$ cat src/rtl/if_id_pipe.sv
// IF/ID pipeline register: fetch entry -> decode, with stall-cycle counter. Optional skid entry via IF_ID_SKID_EN.
// Latency: one cycle from acceptance to out_valid when the output register is free or drains the same cycle.
// Backpressure: default in_ready = out_ready || !out_valid; IF_ID_SKID_EN gives registered in_ready = !skid_valid.
module if_id_pipe #(
    parameter int INS_W = 32,
    parameter int PC_W  = 8,
    parameter int CNT_W = 16
) (
    input  logic             clk,
    input  logic             rst,
    input  logic             flush,
    input  logic             in_valid,
    output logic             in_ready,
    input  logic [INS_W-1:0] ins_in,
    input  logic [PC_W-1:0]  pc_cur_in,
    input  logic [PC_W-1:0]  pc_next_in,
    output logic             out_valid,
    input  logic             out_ready,
    output logic [INS_W-1:0] ins_out,
    output logic [PC_W-1:0]  pc_cur_out,
    output logic [PC_W-1:0]  pc_next_out,
    output logic [CNT_W-1:0] stall_cnt
);

    logic in_xfer;
    assign in_xfer = in_valid && in_ready;

`ifdef IF_ID_SKID_EN
    logic             skid_valid;
    logic [INS_W-1:0] skid_ins;
    logic [PC_W-1:0]  skid_pc_cur;
    logic [PC_W-1:0]  skid_pc_next;

    // skid_valid is a flop, so in_ready carries no path from out_ready
    assign in_ready = !skid_valid;
`else
    assign in_ready = out_ready || !out_valid;
`endif

    always_ff @(posedge clk) begin
        if (rst || flush) begin
            out_valid   <= 1'b0;
            ins_out     <= '0;
            pc_cur_out  <= '0;
            pc_next_out <= '0;
`ifdef IF_ID_SKID_EN
            skid_valid  <= 1'b0;
`endif
        end else if (!out_valid || out_ready) begin
`ifdef IF_ID_SKID_EN
            if (skid_valid) begin
                out_valid   <= 1'b1;
                ins_out     <= skid_ins;
                pc_cur_out  <= skid_pc_cur;
                pc_next_out <= skid_pc_next;
                skid_valid  <= 1'b0;
            end else if (in_xfer) begin
`else
            if (in_xfer) begin
`endif
                out_valid   <= 1'b1;
                ins_out     <= ins_in;
                pc_cur_out  <= pc_cur_in;
                pc_next_out <= pc_next_in;
            end else begin
                out_valid   <= 1'b0;
            end
        end
`ifdef IF_ID_SKID_EN
        else if (in_xfer) begin
            // output held: park the new entry behind it
            skid_valid   <= 1'b1;
            skid_ins     <= ins_in;
            skid_pc_cur  <= pc_cur_in;
            skid_pc_next <= pc_next_in;
        end
`endif
    end

    // Counts stalled cycles regardless of flush; saturates at all-ones.
    always_ff @(posedge clk) begin
        if (rst) begin
            stall_cnt <= '0;
        end else if (out_valid && !out_ready && (stall_cnt != {CNT_W{1'b1}})) begin
            stall_cnt <= stall_cnt + 1'b1;
        end
    end

endmodule

$ cat config.mk
export PLATFORM = sky130hd
export DESIGN_NAME = if_id_pipe
export DESIGN_NICKNAME = d
export VERILOG_FILES = /design/src/rtl/if_id_pipe.sv
export SDC_FILE = /design/constraint.sdc
export NUM_CORES = 1
export LEC_CHECK = 0
export CAP_MARGIN = 20
export CORE_MARGIN = 5
export CORE_UTILIZATION = 41
export DETAILED_ROUTE_END_ITERATION = 12
export GPL_TIMING_DRIVEN = 0
export HOLD_SLACK_MARGIN = 0.06
export PLACE_DENSITY = 0.84
export SETUP_SLACK_MARGIN = 0.15
export SLEW_MARGIN = 0
export SYNTH_ARGS = -nofsm -noshare
export SYNTH_HDL_FRONTEND = slang
export SYNTH_SLANG_ARGS = --single-unit
$ cat constraint.sdc
create_clock -name clk -period 3.92 [get_ports clk]
set_clock_uncertainty 0.05 [all_clocks]
set_input_delay 0.784 -clock clk [delete_from_list [all_inputs] [get_ports clk]]
set_output_delay 0.784 -clock clk [all_outputs]
set_load 0.005 [all_outputs]
==> impl_metrics.tcl, run 1 <==
set metrics [dict create \
    status "complete, no violations" \
    power_density_mw_per_mm2 350 \
    p_leak_nw 1.39 \
    final-hold-violation-count 0 \
    gp_congestion 0.755 \
    coreArea_mm2 0.00596 \
    cp_slowest_cell "clkdlybuf4s50_1" \
    dr.pass1.iters 4 \
    cts_tree "done" \
    port_buffers 117 \
    grt_pass1_vias 2523 \
    fp.dieW_um 88.7 \
    num_vias 2654 \
    end_kind "primary output" \
    avgRoutedWirePerCell_um 13.9 \
    cts_setup_buffers 0 \
    yosysMostFrequentCell "nand2_1" \
    synth_edf_count 0 \
    dp.cells 509 \
    clock_path_buffers 2 \
    ir_drop_v 0.000191 \
    yosys.area.top_type "dfxtp_1" \
    yosys_warnings 0 \
    rows 28 \
    viasPerCell 5.06 \
    min_path_type "reg2reg" \
    cts_hold_buf 0 \
    crit_path_max_fanout 8 \
    synth_area_mm2 0.00254 \
    setup-violations-final 0 \
    ant_nets 0 \
    fin_util_pct 67.1 \
    cp-start-kind "input pin" \
    drt-initial-drc-count 80 \
    synth.distinct_cells 34 \
    rsz0062_at_grt "no" \
    cts.sinks 65 \
    insertion_delay_ns 0.33 \
    stdcell_count 524 \
    synth_seq_cells 65 \
    synth_top_area_share_pct 51.3 \
    synth_nets 371 \
    layout.nets 499 \
    crit_chain "clkdlybuf4s50_1 > nand2b_1 > buf_6 > clkdlybuf4s50_1" \
    area_growth_pct 57.5 \
    critical_path.most_common_cell "clkdlybuf4s50_1" \
    ios 119 \
    synth_async_sr_flop_share_pct 0 \
    max_cap_viol_count 0 \
    h-tree-depth 3 \
    slew_headroom_pct 57.5 \
    grt_first_pass_wirelength_um 11600 \
    cts_buffers 9 \
    ys.flop_type "dfxtp_1" \
    num_antenna_cells 0 \
    ys_seq_area_share_pct 51.3 \
    drive_above_1_share_pct 4.90 \
    dieHeight_um 88.7 \
    setup_tns_ns 0 \
    yosys-top-cells-count "nand2_1, dfxtp_1, a21oi_1" \
    ctsRootBufferMaster "clkbuf_8" \
    clk_pin_slew_ns 0.07 \
    fillers 508 \
    die-area_mm2 0.00787 \
    ctsResizeCount 0 \
    timing.fmax_ghz 0.348 \
    synth.area.top_cells "dfxtp_1, nand2_1, a21oi_1, clkbuf_1, and4_1" \
    slew_viol_final 0 \
    antenna_found_initial 0 \
    start_util_pct 42.6 \
    grt_max_degree 11 \
    timing.final.crit_period_ns 2.87 \
    period_share_pct 73.2 \
    syn_avg_cell_area_um2 8.01 \
    grt-ovfl-total 0 \
    worst_pin_slew_ns 0.632 \
    dp_hpwl_um 5430 \
    arrival_ns 2.04 \
    fin_area_mm2 0.00400 \
    grt_use_total_pct 18.6 \
    routed_wl_um 7310 \
    drc 0 \
    critical_path.max_stage_delay_ns 0.50 \
    path_class "in2out" \
    placed_area_mm2 0.00380 \
    worst_ep_required_time_ns 3.09 \
    netlist_instances 317 \
]
-- cells by family after synthesis --
logic type               after synthesis  synth area share, %
flip-flops                            65                 51.3
adder cells (fa/ha/maj)                1                0.493
AO/OA/AOI/OAI                         76                 15.9
AND/OR/NAND/NOR                      149                 27.3
multiplexers                           3                 1.23
buffers and inverters                 23                 3.84
-- layout make-up --
class,instances,area (um2),share of cell area (%)
Buffer,20,86.3,2.16
Multi-Input combinational cell,229,1140,28.5
Timing Repair Buffer,117,1170,29.3
Sequential cell,65,1300,32.5
Clock buffer,12,155,3.88
Clock inverter,3,40.0,1.00
Tap cell,75,93.8,2.35
Inverter,3,11.3,0.282
-- critical path, delay by kind of cell --
kind | cells | cell delay (ns)
buffers and inverters | 3 | 1.13
AND/OR/NAND/NOR | 1 | 0.12
-- routing by layer --
metal  track usage (%)  share of wire (%)  vias to the layer above
li1                  -                  -                     1343
met1              22.7                 41                     1209
met2              30.6                 49                       92
met3              5.96                8.6                       10
met4              7.01                1.4                        0
met5                 0                  0                        -
-- registers in the layout, indices dropped and copies added, names as in the netlist --
register,count
ins_out,32
stall_cnt,16
pc_cur_out,8
pc_next_out,8
out_valid,1
-- path summary, 6_finish.rpt --
| path | startpoint | endpoint | depth (start not counted) | slack, ns |
|---|---|---|---|---|
| worst max register to register | stall_cnt[1] | stall_cnt[12] | 5 | 1.93 |
| worst max-delay path | out_ready | in_ready | 4 | 1.05 |
| worst min-delay path | pc_cur_out[3] | pc_cur_out[3] | 2 | 0.41 |
| worst min register to register | pc_cur_out[3] | pc_cur_out[3] | 2 | 0.41 |
-- metrics by stage --
step | setup slack (ns) | hold slack [ns] | power (W)
6_report | 1.05 | 0.405 | 0.00140
5_1_grt | 1.01 | 0.424 | 0.00147
4_1_cts | 1.04 | 0.408 | 0.00142
3_5_place_dp | 1.02 | 0.398 | 0.000852
3_3_place_gp | 1.06 | 0.391 | 0.000849
2_1_floorplan | 1.63 | 0.403 | 0.000752
-- layout by cell type (no fill, tap or decap), types with 2 or more instances in the layout --
cell,n
a31oi_1,2
clkdlybuf4s50_1,117
nand4_1,5
nor3_1,4
clkbuf_8,11
and4_1,5
or4_1,4
o21ai_0,7
nor4_2,2
mux2i_1,2
nand3_1,4
or3_1,6
buf_2,3
a21oi_1,60
nand2_1,104
dfxtp_1,65
clkbuf_1,14
inv_1,3
buf_1,3
clkinv_2,2
o31ai_1,4
nand2b_1,3
nor2_1,4
-- report_power, final --
part	switching, W	internal, W	total [W]
registers	0.00000869	0.000677	0.000686
clock network	0.000241	0.000323	0.000565
logic	0.0000611	0.0000897	0.000151
total	0.000311	0.00109	0.00140
Power figures use the tool's default switching activity.
==> inputs of run 2 (changes only) <==
CORE_UTILIZATION = 37   (was 41)
PLACE_DENSITY = 0.8   (was 0.84)
clock period = 2.35 ns   (was 3.92 ns; I/O delays follow)
==> impl_metrics.tcl, run 2 (synthesized netlist as in run 1, its figures left out) <==
set metrics [dict create \
    status "complete, no violations" \
    ios 119 \
    power_w 0.00230 \
    coreArea_mm2 0.00672 \
    r2r-start "stall_cnt[0]" \
    drc 0 \
    drive_above_1_share_pct 5.11 \
    final_common_cell "clkdlybuf4s50_1" \
    top_register "ins_out" \
    worst_ep_required_time_ns 1.83 \
    cts_hold_buf 0 \
    max_cap_viol_count 0 \
    clock_path_buffers 2 \
    pre_cts_slack_ns -0.189 \
    avgRoutedWirePerCell_um 13.3 \
    ir_drop_v 0.000308 \
    layout_common_cells "clkdlybuf4s50_1, nand2_1, dfxtp_1" \
    h-tree-depth 3 \
    viasPerCell 4.94 \
    grt_first_pass_wirelength_um 11600 \
    slew_viol_final 0 \
    grt_max_degree 12 \
    dp_hpwl_um 5310 \
    setup_slack_ns 0.350 \
    dieHeight_um 92.8 \
    fp.dieW_um 92.8 \
    num_vias 2620 \
    path_class "in2out" \
    r2r-end "stall_cnt[14]" \
    layout.nets 499 \
    setup_tns_ns 0 \
    antenna_found_initial 0 \
    fin_util_pct 59.7 \
    fin_hold_ws_ns 0.404 \
    ant_nets 0 \
    grt_pass1_vias 2571 \
    reg_top3 "ins_out (32), stall_cnt (16)" \
    power_density_mw_per_mm2 574 \
    timing.fmax_ghz 0.500 \
    dr.pass1.iters 4 \
    startpoint "out_ready" \
    grt_use_total_pct 16.5 \
    largest_reg_flops 32 \
    timing.final.crit_period_ns 2.00 \
    grt-ovfl-total 0 \
    cts.sinks 65 \
    rsz0062_at_grt "no" \
    cp-start-kind "input pin" \
    r2r_cells 5 \
    clk_pin_slew_ns 0.06 \
    rows 30 \
    final-hold-violation-count 0 \
    worst_pin_slew_ns 0.449 \
    start_util_pct 37.8 \
    cts_tree "done" \
    crit_path_end "in_ready" \
    drt-initial-drc-count 50 \
    port_buffers 117 \
    slew_headroom_pct 70.1 \
    crit_path_max_fanout 8 \
    period_share_pct 85.1 \
    regToRegSetupSlack_ns 0.38 \
    cts_buffers 9 \
    routed_wl_um 7070 \
    ctsRootBufferMaster "clkbuf_8" \
    end_kind "primary output" \
    die-area_mm2 0.00862 \
    num_antenna_cells 0 \
    insertion_delay_ns 0.33 \
    p_leak_nw 1.41 \
    setup-violations-final 0 \
    area_growth_pct 58.1 \
    arrival_ns 1.48 \
    min_path_type "reg2reg" \
    gp_congestion 0.805 \
]
[run 2: cell count changes in the layout (fill, tap and decap cells not counted), sizes merged]
| cell | delta |
|---|---|
| clkinv | +1 |
| dlygate4sd2 | +1 |
| clkdlybuf4s50 | -1 |
| clkinvlp | +1 |
| clkbuf | -1 |
[run 2: worst min path at each step]
stage                        start             end  slack (ns)  depth (start not counted)
floorplan               ins_out[0]      ins_out[0]        0.40                          2
global placement       ins_out[26]     ins_out[26]        0.39                          2
detailed placement  pc_next_out[5]  pc_next_out[5]        0.40                          2
CTS                  pc_cur_out[7]   pc_cur_out[7]        0.41                          2
global route           ins_out[12]     ins_out[12]        0.42                          2
finish                  ins_out[6]      ins_out[6]        0.40                          2
[run 2: area by class of cell]
class                           count  area, um2
Inverter                            3       11.3
Sequential cell                    65       1300
Clock inverter                      5       56.3
Clock buffer                       11        131
Fill cell                         619       2710
Tap cell                           80        100
Buffer                             20       86.3
Multi-Input combinational cell    229       1160
Timing Repair Buffer              117       1170
[run 2: critical path, stage by stage]
cell and delay (ns):
dlygate4sd2_1 0.25, nand2b_4 0.14, buf_6 0.12, clkdlybuf4s50_1 0.50
[run 2: per-layer routing]
metal	global-route usage, %	share of wire (%)	vias to the layer above	wire, um
li1	-	-	1341	-
met1	18.6	41	1186	2900
met2	28.0	48	84	3430
met3	6.34	9.4	9	665
met4	6.23	1.1	0	80
met5	0	0	-	0
[run 2: through the flow]
stage,area (um2),instances
floorplan,2540,317
global placement,3810,514
detailed placement,3810,514
CTS,4000,530
global route,4010,530
finish,4010,530
[run 2: repair_timing]
| item | CTS | global route |
|---|---|---|
| buffers inserted | 0 | 0 |
| endpoints found under the setup margin | 1 | 1 |
| resized for setup | 2 | 1 |
[run 2: where the power goes]
part	internal [W]	total [W]	switching, W
logic	0.000150	0.000249	0.0000999
clock network	0.000489	0.000909	0.000420
registers	0.00113	0.00114	0.0000148
==> inputs of run 3 (changes only) <==
CAP_MARGIN = 30   (was 20)
CORE_MARGIN = 2   (was 5)
PLACE_DENSITY = 0.76   (was 0.8)
==> impl_metrics.tcl, run 3 (synthesized netlist as in run 1, its figures left out) <==
set metrics [dict create \
    cp-start-kind "input pin" \
    period_share_pct 84.9 \
    arrival_ns 2.17 \
    fin_area_mm2 0.00404 \
    cts_tree "done" \
    grt-ovfl-total 0 \
    final_common_cell "clkdlybuf4s50_1" \
    grt_pass1_vias 2477 \
    port_buffers 117 \
    setup-violations-final 0 \
    dp_hpwl_um 4910 \
    num_vias 2617 \
    cts_hold_buf 0 \
    clk_pin_slew_ns 0.08 \
    layout.nets 499 \
    placed_area_mm2 0.00381 \
    routed_wl_um 6650 \
    ctsResizeCount 1 \
    crit_path_max_fanout 8 \
    grt_max_degree 12 \
    clock_path_buffers 2 \
    h-tree-depth 3 \
    fp.dieW_um 86.8 \
    rows 30 \
    gp_congestion 0.768 \
    timing.final.crit_period_ns 1.99 \
    worst_pin_slew_ns 0.665 \
    max_cap_viol_count 0 \
    end_kind "flop" \
    setup_slack_ns 0.355 \
    final-hold-violation-count 0 \
    slew_viol_final 0 \
    num_antenna_cells 0 \
    grt_first_pass_wirelength_um 10900 \
    dieHeight_um 86.8 \
    layout_common_cells "clkdlybuf4s50_1, nand2_1, dfxtp_1" \
    drive_above_1_share_pct 4.89 \
    cp_slowest_cell "or4_1" \
    viasPerCell 4.94 \
    drt-initial-drc-count 64 \
    drc 0 \
    top_register "ins_out" \
    slew_headroom_pct 55.3 \
    cts_buffers 9 \
    antenna_found_initial 0 \
    ir_drop_v 0.000515 \
    start_util_pct 37.8 \
    setup_tns_ns 0 \
    worst_ep_required_time_ns 2.53 \
    path_class "in2reg" \
    die-area_mm2 0.00754 \
    status "complete, no violations" \
    ant_nets 0 \
    dr.pass1.iters 6 \
    ios 119 \
    p_leak_nw 1.41 \
    insertion_delay_ns 0.34 \
    min_path_type "reg2reg" \
    rsz0062_at_grt "no" \
    pre_cts_slack_ns -0.196 \
    critical_path.max_stage_delay_ns 0.55 \
    grt_use_total_pct 18.1 \
    avgRoutedWirePerCell_um 12.5 \
    cts_setup_buffers 0 \
    reg_top3 "ins_out (32), stall_cnt (16)" \
    power_density_mw_per_mm2 623 \
    timing.fmax_ghz 0.501 \
    cts.sinks 65 \
    coreArea_mm2 0.00672 \
    largest_reg_flops 32 \
    crit_chain "dlygate4sd2_1 > nand2b_1 > buf_6 > or4_1 > nor4_2 > mux2_1" \
    area_growth_pct 59.3 \
    ctsRootBufferMaster "clkbuf_8" \
]
-- run 3: area by class of cell --
class                           count  area, um2
Inverter                            3       11.3
Tap cell                           80        100
Timing Repair Buffer              117       1170
Fill cell                         613       2680
Multi-Input combinational cell    229       1140
Sequential cell                    65       1300
Buffer                             20       86.3
Clock buffer                       11        131
Clock inverter                      5        104
-- run 3: path summary, 6_finish.rpt --
path                            slack (ns)  cells past startpoint          from             to
worst max register to register        0.39                      5  stall_cnt[0]  stall_cnt[14]
worst min register to register        0.40                      2   ins_out[24]    ins_out[24]
worst min-delay path                  0.40                      2   ins_out[24]    ins_out[24]
worst max-delay path                  0.36                      6     out_ready  stall_cnt[14]
-- run 3: per-stage QoR --
stage | util, % | instances | total power, W | hold WS, ns
2_1_floorplan | - | 317 | 0.00125 | 0.403
3_3_place_gp | 56.7 | 514 | 0.00142 | 0.391
3_5_place_dp | 56.7 | 514 | 0.00142 | 0.396
4_1_cts | 60.2 | 530 | 0.00255 | 0.405
5_1_grt | 60.2 | 530 | 0.00262 | 0.428
6_report | 60.2 | 530 | 0.00252 | 0.402
-- run 3: critical path: cells and delay by family --
| kind | cells | cell delay, ns |
|---|---|---|
| AND/OR/NAND/NOR | 3 | 0.96 |
| buffers and inverters | 2 | 0.40 |
| multiplexers | 1 | 0.34 |
-- run 3: per-layer routing --
metal / GRT usage [%] / up-vias / routed length [um]
met5: 0 / - / 0
met4: 7.53 / 0 / 89
met3: 7.05 / 8 / 576
met2: 29.1 / 87 / 3230
met1: 21.5 / 1180 / 2760
li1: - / 1342 / -
-- run 3: power by group --
group,internal [W],switching (W)
Sequential,0.00113,0.0000143
Combinational,0.000149,0.000100
Clock,0.000706,0.000422
Total,0.00198,0.000537
